$ cat src/rtl/counter_arb_pkg.sv
// Shared types and constants for the two-requester counter arbiter.
// Holds the FSM encoding and the round-robin pick helper.
package counter_arb_pkg;

  localparam int unsigned WIDTH_DEFAULT = 4;
  localparam int unsigned NREQ          = 2;

  typedef enum logic [1:0] {
    StIdle = 2'd0,
    StRun  = 2'd1,
    StDone = 2'd2
  } state_e;

  // With both requesting, the one not served last wins; otherwise the lone requester wins.
  function automatic logic rr_pick(input logic [NREQ-1:0] req, input logic last);
    if (req == 2'b11) begin
      return ~last;
    end
    return req[1];
  endfunction

  function automatic logic [NREQ-1:0] idx_to_onehot(input logic idx);
    return idx ? 2'b10 : 2'b01;
  endfunction

endpackage

$ cat src/rtl/counter_arbiter_if.sv
// Request/grant bus between the requesters and the counter arbiter.
interface counter_arbiter_if
  import counter_arb_pkg::*;
#(
  parameter int unsigned WIDTH = WIDTH_DEFAULT
);

  logic [NREQ-1:0]  req;
  logic [WIDTH-1:0] len0;
  logic [WIDTH-1:0] len1;
  logic [NREQ-1:0]  grant;
  logic             busy;
  logic [NREQ-1:0]  done;
  logic [WIDTH-1:0] counter_out;

  modport master (
    output req, len0, len1,
    input  grant, busy, done, counter_out
  );

  modport slave (
    input  req, len0, len1,
    output grant, busy, done, counter_out
  );

endinterface

$ cat src/rtl/tick_counter.sv
// Shared tick counter; clear takes priority over enable.
module tick_counter #(
  parameter int unsigned WIDTH = 4
) (
  input  logic             clock,
  input  logic             reset,
  input  logic             clear,
  input  logic             enable,
  output logic [WIDTH-1:0] count
);

  logic [WIDTH-1:0] count_q;

  always_ff @(posedge clock or posedge reset) begin
    if (reset) begin
      count_q <= '0;
    end else if (clear) begin
      count_q <= '0;
    end else if (enable) begin
      count_q <= count_q + WIDTH'(1);
    end
  end

  assign count = count_q;

endmodule

$ cat src/rtl/counter_arbiter.sv
// Round-robin arbiter lending one tick counter to two requesters for a latched number of cycles.
// Owner finishes with a one-cycle done pulse, or aborts early by dropping its request.
module counter_arbiter
  import counter_arb_pkg::*;
#(
  parameter int unsigned WIDTH = WIDTH_DEFAULT
) (
  input  logic        clock,
  input  logic        reset,
  counter_arbiter_if.slave bus
);

  state_e            state_q, state_d;
  logic [NREQ-1:0]   grant_q, grant_d;
  logic [NREQ-1:0]   done_q, done_d;
  logic              owner_q, owner_d;
  logic              last_q, last_d;
  logic [WIDTH-1:0]  len_q, len_d;

  logic              cnt_clear;
  logic              cnt_enable;
  logic [WIDTH-1:0]  count;
  logic              winner;
  logic [WIDTH-1:0]  last_tick;
  logic              terminal;
  logic              abort;

  tick_counter #(
    .WIDTH (WIDTH)
  ) u_tick_counter (
    .clock  (clock),
    .reset  (reset),
    .clear  (cnt_clear),
    .enable (cnt_enable),
    .count  (count)
  );

  assign winner    = rr_pick(bus.req, last_q);
  // A latched length of zero wraps to all-ones, giving the full 2^WIDTH ticks.
  assign last_tick = len_q - WIDTH'(1);
  assign terminal  = (count == last_tick);
  assign abort     = ~bus.req[owner_q];

  always_comb begin
    state_d    = state_q;
    grant_d    = grant_q;
    done_d     = '0;
    owner_d    = owner_q;
    last_d     = last_q;
    len_d      = len_q;
    cnt_clear  = 1'b0;
    cnt_enable = 1'b0;

    unique case (state_q)
      StIdle: begin
        cnt_clear = 1'b1;
        if (|bus.req) begin
          state_d = StRun;
          owner_d = winner;
          grant_d = idx_to_onehot(winner);
          len_d   = winner ? bus.len1 : bus.len0;
        end
      end

      StRun: begin
        // Abort outranks terminal count: no done pulse when both happen together.
        if (abort) begin
          state_d   = StIdle;
          grant_d   = '0;
          last_d    = owner_q;
          cnt_clear = 1'b1;
        end else if (terminal) begin
          state_d = StDone;
          grant_d = '0;
          done_d  = idx_to_onehot(owner_q);
          last_d  = owner_q;
        end else begin
          cnt_enable = 1'b1;
        end
      end

      StDone: begin
        state_d   = StIdle;
        cnt_clear = 1'b1;
      end

      default: begin
        state_d   = StIdle;
        grant_d   = '0;
        cnt_clear = 1'b1;
      end
    endcase
  end

  always_ff @(posedge clock or posedge reset) begin
    if (reset) begin
      state_q <= StIdle;
      grant_q <= '0;
      done_q  <= '0;
      owner_q <= 1'b0;
      last_q  <= 1'b1;
      len_q   <= '0;
    end else begin
      state_q <= state_d;
      grant_q <= grant_d;
      done_q  <= done_d;
      owner_q <= owner_d;
      last_q  <= last_d;
      len_q   <= len_d;
    end
  end

  assign bus.grant       = grant_q;
  assign bus.done        = done_q;
  assign bus.busy        = (state_q == StRun) || (state_q == StDone);
  assign bus.counter_out = count;

endmodule

$ cat src/flat_wrapper.sv
// flat-port wrapper written by rule: the top's interface ports become plain ports
module counter_arbiter_flat import counter_arb_pkg::*;
#(
  parameter int unsigned WIDTH = WIDTH_DEFAULT
)
  (clock, reset, bus_req, bus_len0, bus_len1, bus_grant, bus_busy, bus_done, bus_counter_out);
  counter_arbiter_if #(.WIDTH(WIDTH)) bus_i ();
  input  logic clock;
  input  logic reset;
  input wire logic [$bits(bus_i.req)-1:0] bus_req;
  input wire logic [$bits(bus_i.len0)-1:0] bus_len0;
  input wire logic [$bits(bus_i.len1)-1:0] bus_len1;
  output wire logic [$bits(bus_i.grant)-1:0] bus_grant;
  output wire logic [$bits(bus_i.busy)-1:0] bus_busy;
  output wire logic [$bits(bus_i.done)-1:0] bus_done;
  output wire logic [$bits(bus_i.counter_out)-1:0] bus_counter_out;
  assign bus_i.req = bus_req;
  assign bus_i.len0 = bus_len0;
  assign bus_i.len1 = bus_len1;
  assign bus_grant = bus_i.grant;
  assign bus_busy = bus_i.busy;
  assign bus_done = bus_i.done;
  assign bus_counter_out = bus_i.counter_out;
  counter_arbiter #(.WIDTH(WIDTH)) u_core (.clock(clock), .reset(reset), .bus(bus_i));
endmodule
$ cat config.mk
export PLATFORM = sky130hd
export DESIGN_NAME = counter_arbiter_flat
export DESIGN_NICKNAME = d
export VERILOG_FILES = /design/src/rtl/counter_arb_pkg.sv /design/src/rtl/counter_arbiter_if.sv /design/src/rtl/tick_counter.sv /design/src/rtl/counter_arbiter.sv /design/src/flat_wrapper.sv
export SDC_FILE = /design/constraint.sdc
export NUM_CORES = 1
export LEC_CHECK = 0
export BUFFER_PORTS_ARGS = -buffer_cell sky130_fd_sc_hd__buf_2
export CAP_MARGIN = 5
export CORE_UTILIZATION = 57
export DETAILED_ROUTE_END_ITERATION = 12
export PLACE_DENSITY_LB_ADDON = 0.08
export SYNTH_ARGS = -nofsm -noshare
export SYNTH_HDL_FRONTEND = slang
export SYNTH_HIERARCHICAL = 1
export SYNTH_SLANG_ARGS = --single-unit
$ cat constraint.sdc
create_clock -name clock -period 4.1 [get_ports clock]
set_input_delay 0.615 -clock clock [delete_from_list [all_inputs] [get_ports clock]]
set_output_delay 0.615 -clock clock [all_outputs]
set_load 0.005 [all_outputs]
Word level (Yosys, flattened, before mapping)
Index checks and enable logic that the tools add are counted.
Word-level totals
  bits in registers: 16
  bits in latches: 0
  RAM bits: 0
  memory bits (read-only): 0
  input port bits: 12
  output and inout bits: 9
  logic and storage cells: 55
  memories: 0
Operators by class
  $add $sub $neg: 2
  $mul: 0
  divide/modulo/power cells: 0
  $lt $le $gt $ge: 1
  eq/ne operators: 7
  shifts and indexed selects: 0
  mux-type cells: 28
  bitwise logic cells: 2
  reduce and logical (&&, ||, !) cells: 8
Operators with widths (count)
  2-bit 2-to-1 mux: 11
  1-bit 2-to-1 mux: 12
  4-bit 2-to-1 mux: 3
  2-bit case mux with 3 select lines: 1
  2-bit AND reduction: 3
  4-bit by 1-bit adder with 4-bit output, second input constant: 1
  2-bit == test, second input constant: 2
  4-bit == test: 1
  2-bit by 1-bit inequality test with 1-bit output, second input constant: 2
  2-bit case mux with 2 select lines: 1
  4-bit by 1-bit subtractor with 4-bit output, second input constant: 1
  3-bit by 2-bit inequality test with 1-bit output, second input constant: 1
  3-bit AND reduction: 1
  2-bit by 1-bit == test with 1-bit output, second input constant: 1
  2-bit logical NOT: 1
  1-bit by 2-bit less-than comparator with 1-bit output, second input constant: 1
  1-bit NOT: 2
  2-bit nonzero test: 1
  2-bit OR reduction: 1
  1-bit logical OR: 1

Depth between registers and ports, before layout
  word-level depth: 7
  mapped depth: 7
  depth with buffers taken out: 7

Cells and area by module
Netlist, hierarchy kept.
Modules (own cells, without submodules)
  counter_arbiter: instances 1, cells an instance 77, area each 804.5 um^2, seq. area each 301.5 um^2
  tick_counter: instances 1, cells an instance 17, area each 196.4 um^2, seq. area each 100.1 um^2

Worst setup path before layout
No wires, ideal clock.
  path kind: flip-flop to flip-flop
  start point: register u_core.len_q[0]
  end point: register u_core.u_tick_counter.count_q[3], in the netlist u_core/u_tick_counter/count[3]
  library setup time: 0.125 ns
  data arrival time: 1.951 ns
  required time: 3.975 ns
  slack: 2.024 ns
  stages on the path, launching flop included: 8
  buffers on the path: 0
  period minus slack after synthesis: 2.076 ns
  path through: dfrtp_1 inv_1 ha_1 xnor3_1 and3_4 a21oi_2 nand4_1 mux2_4
On the way
  word-level cells in the longest chain between the ends: 6
RTL lines
  start: declaration: line counter_arbiter.sv:18  | logic [WIDTH-1:0] len_q, len_d;
  start signal: assignment: line counter_arbiter.sv:109  | len_q <= len_d;
  4-bit by 1-bit subtractor with 4-bit output: line counter_arbiter.sv:40  | assign last_tick = len_q - WIDTH'(1);
  4-bit == test: line counter_arbiter.sv:41  | assign terminal = (count == last_tick);
  1-bit 2-to-1 mux: line counter_arbiter.sv:72  | end else if (terminal) begin
  1-bit 2-to-1 mux: line counter_arbiter.sv:67  | if (abort) begin
  1-bit 2-to-1 mux: line counter_arbiter.sv:54  | unique case (state_q)
  net u_core.cnt_enable: line counter_arbiter.sv:21  | logic cnt_enable;
  2-bit nonzero test (no source line)
  end signal: assignment: line tick_counter.sv:20  | count_q <= count_q + WIDTH'(1);
  end: declaration: line tick_counter.sv:12  | logic [WIDTH-1:0] count_q;
The timed path passes the listed nets, and every way through them passes these cells.
A chain may end at the register's enable or synchronous reset.

Worst setup path after layout
Same ends and word-level chain as after synthesis.

==> metrics.md <==
| Metric | Value |
|---|---|
| Post-Syn Area | `around 1000 sq um` |
| Crit. End Element | `register` |
| Switching Fraction | `0.433` |
| Highest-delay cell along the critical path | `dfrtp_1` |
| Clk slew on worst S/H paths | `roughly 0.090 ns` |
| Fill count | `119` |
| Post-cts resize count | `0` |
| DRT iter0 DRCs | `19` |
| Die X | `43.9 um` |
| Initial antenna violation count | `0` |
| WL per Instance | `14.9 um` |
| Internal | `between 0.4 and 0.5 mW` |
| P&R area growth vs syn | `15.1%` |
| Final Hold Viols | `0` |
| Final-stage net count | `135` |
| CTS tree | `done` |
| FMAX | `446 MHz` |
| Critical R2R Capture | `u_core/u_tick_counter/count[3]` |
| Setup TNS | `0 ns` |
| Flop and latch count out of synthesis | `16` |
| CP Max Fanout | `7` |
| Largest net degree at the start of global routing | `13` |
| FF/Latch Area | `402 sq um` |
| Via-per-instance ratio | `5.92` |
| CP Cell Sequence | `inv_1, ha_1, xnor3_1, and3_4, a21oi_2, nand4_1, mux2_4` |
| Worst slew margin | `0.545` |
| Crit path launch type | `register` |
| HPWL Detailed | `1510 um` |
| Initial Util | `0.635` |
| Critical path required time | `~4.3 ns` |
| Syn Area/Cell | `10.6 sq um` |
| First-pass GRT wire length | `3290 um` |
| Synth top cells by count | `dfrtp_1 (15), nand2_1 (10), inv_1 (9)` |
| Sw Pwr | `0.340 mW` |
| Post-synth EDFFs | `0` |
| CP Class | `register to register` |
| Die Span Y | `43.9 um` |
| DIE AREA | `approximately 1900 sq um` |
| H-Tree Level Count | `1` |
| Drt drc | `0` |
| Post-cts hold buffer count | `0` |
| P_leak | `0.570 nW` |
| Worst slew pin tran | `0.678 ns` |
| Syn_nets | `about 110` |
| Synth Warn # | `6` |
| Unrepaired setup endpoints after global routing | `no` |
| Cell count after synthesis | `94` |
| Post-synth top area cell | `dfrtp_1` |
| Clk Latency, worst-skew pair | `slightly below 0.3 ns` |
| Worst R2R Setup Slack | `1.86 ns` |
| Layout cells sized above 1 | `0.325` |
| GPL Wtd Cong | `0.912` |
| Total number of vias | `787` |
| Final Max Tran Viols | `0` |
| # port buffers | `20` |
| Largest stage delay, worst path | `0.45 ns` |
| Combinational power share | `0.526` |
| Share of flip-flops with an asynchronous set or reset | `1.00` |
| Minimum clock period after layout | `2.24 ns` |
| Sequential share of the synthesized area | `0.401` |
| Drt first pass iters | `6` |
| Area of the multi-input gates | `561 sq um` |
| # IOs | `21` |
| Vias in the first global route | `754` |
| Row cnt | `14` |
| Ant. Diodes | `0` |
| Clk root buf | `clkbuf_4` |
| Post-route ant nets | `0` |
| Worst ir drop on vdd | `0.443 mV` |
| Synth top area share | `0.375` |
| Synth top area cells | `dfrtp_1 (38%), ha_1 (6.3%), mux2i_1 (6.0%), nand2_1 (3.8%), inv_1 (3.4%)` |
| Post-synthesis cell type count | `39` |
| Clock sinks | `16` |
| Outcome | `complete, no violations` |
| Ys flop type | `dfrtp_1` |
| HP Class | `input port to asynchronous set/reset pin` |
| CP Capture Point | `u_core/u_tick_counter/count[3]` |
| GR Overflow Total | `0` |
| Max clock buf depth | `2` |
| DRT Wirelength | `1980 um` |
| Post CTS Setup Buffer Count | `0` |
| Core area | `between 1500 and 2000 sq um` |
| TritonCTS buffer count | `3` |
| WP data arrival | `2.42 ns` |
| Part of the power in the clock network | `0.133` |
| MaxCap Viol Count | `0` |
| Tot Pwr | `roughly 0.79 mW` |
| Worst Skew | `0.00162 ns` |
| Cell with the most instances after synthesis | `dfrtp_1` |
| Crit path from | `u_core/len_q[0]` |
| Final Cycle Share | `0.547` |
| Reg power frac | `0.341` |
| GR Util All Layers | `0.237` |
| Worst R2R Start | `u_core/len_q[0]` |
| Reg2reg path depth | `7` |
| PD cells | `682 nW/um^2` |
| Final-report setup violation count | `0` |
-- per-stage QoR --
| stage | std cells | utilization | setup slack [ns] | instance area (sq um) | hold slack (ns) |
|---|---|---|---|---|---|
| floorplan | 94 | - | 2.02 | 1000 | 0.381 |
| global placement | 129 | 0.708 | 1.93 | 1120 | 0.507 |
| detailed placement | 129 | 0.708 | 1.85 | 1120 | 0.511 |
| CTS | 133 | 0.731 | 1.84 | 1150 | 0.191 |
| global route | 133 | 0.731 | 1.75 | 1150 | 0.196 |
| finish | 133 | 0.731 | 1.86 | 1150 | 0.197 |
-- registers in the layout, indices dropped and copies added, names as in the netlist --
register	flops
u_core/last_q	1
u_core/owner_q	1
u_core/u_tick_counter/count	4
u_core/len_q	4
u_core/bus.done	2
u_core/state_q	2
u_core/bus.grant	2
-- final cells by class --
type,count,area share
Inverter,9,0.0293
Timing Repair Buffer,20,0.0869
Tap cell,16,0.0174
Sequential cell,16,0.349
Multi-Input combinational cell,68,0.486
Clock buffer,4,0.0315
-- worst min-delay path by stage --
stage | startpoint | to | slack, ns | depth (start not counted)
2_1_floorplan | reset | u_core/u_tick_counter/count[0] | 0.38 | 1
3_3_place_gp | reset | u_core/u_tick_counter/count[3] | 0.51 | 2
3_5_place_dp | reset | u_core/u_tick_counter/count[3] | 0.51 | 2
4_1_cts | reset | u_core/u_tick_counter/count[3] | 0.19 | 2
5_1_grt | reset | u_core/u_tick_counter/count[3] | 0.20 | 2
6_report | reset | u_core/u_tick_counter/count[3] | 0.20 | 2
-- cells by family after synthesis --
kind of cell / after synthesis / share of synthesized area
simple gates: 27 / 0.155
xor+xnor: 7 / 0.0900
fa+ha+maj: 5 / 0.0625
flops: 16 / 0.401
mux: 7 / 0.0750
compound gates: 22 / 0.178
buf+inv: 10 / 0.0387
-- metal layers --
metal,up-vias,GRT usage,part of all wire
li1,379,-,-
met1,377,0.297,0.43
met2,25,0.382,0.50
met3,6,0.0542,0.045
met4,0,0.121,0.023
met5,-,0,0
-- cells in the final DEF (no fill, tap or decap), types with 2 or more instances in the layout --
cell type / n
nor3_1: 3
nor2_1: 4
dfrtp_1: 15
clkbuf_4: 3
nand2_1: 10
xor2_1: 2
buf_2: 20
o211ai_1: 3
inv_1: 9
nand3_1: 2
o21ai_0: 5
mux2i_1: 6
xnor2_1: 2
a21oi_1: 2
ha_1: 5
-- power by group through the flow --
stage,registers [mW],logic (mW),clock network [mW]
2_1_floorplan,0.260,0.325,0
3_3_place_gp,0.268,0.394,0
3_5_place_dp,0.272,0.412,0
4_1_cts,0.269,0.412,0.108
5_1_grt,0.275,0.456,0.117
6_report,0.268,0.413,0.105
-- worst max-delay path, delay by kind of cell, from the launching register on --
family	cells	cell delay (ns)
flip-flops	1	0.45
adder cells (fa/ha/maj)	1	0.20
buffers and inverters	1	0.07
XOR/XNOR	1	0.38
AND/OR/NAND/NOR	2	0.38
AO/OA/AOI/OAI	1	0.33
multiplexers	1	0.31
No activity file was read; power rests on OpenSTA's default activity.
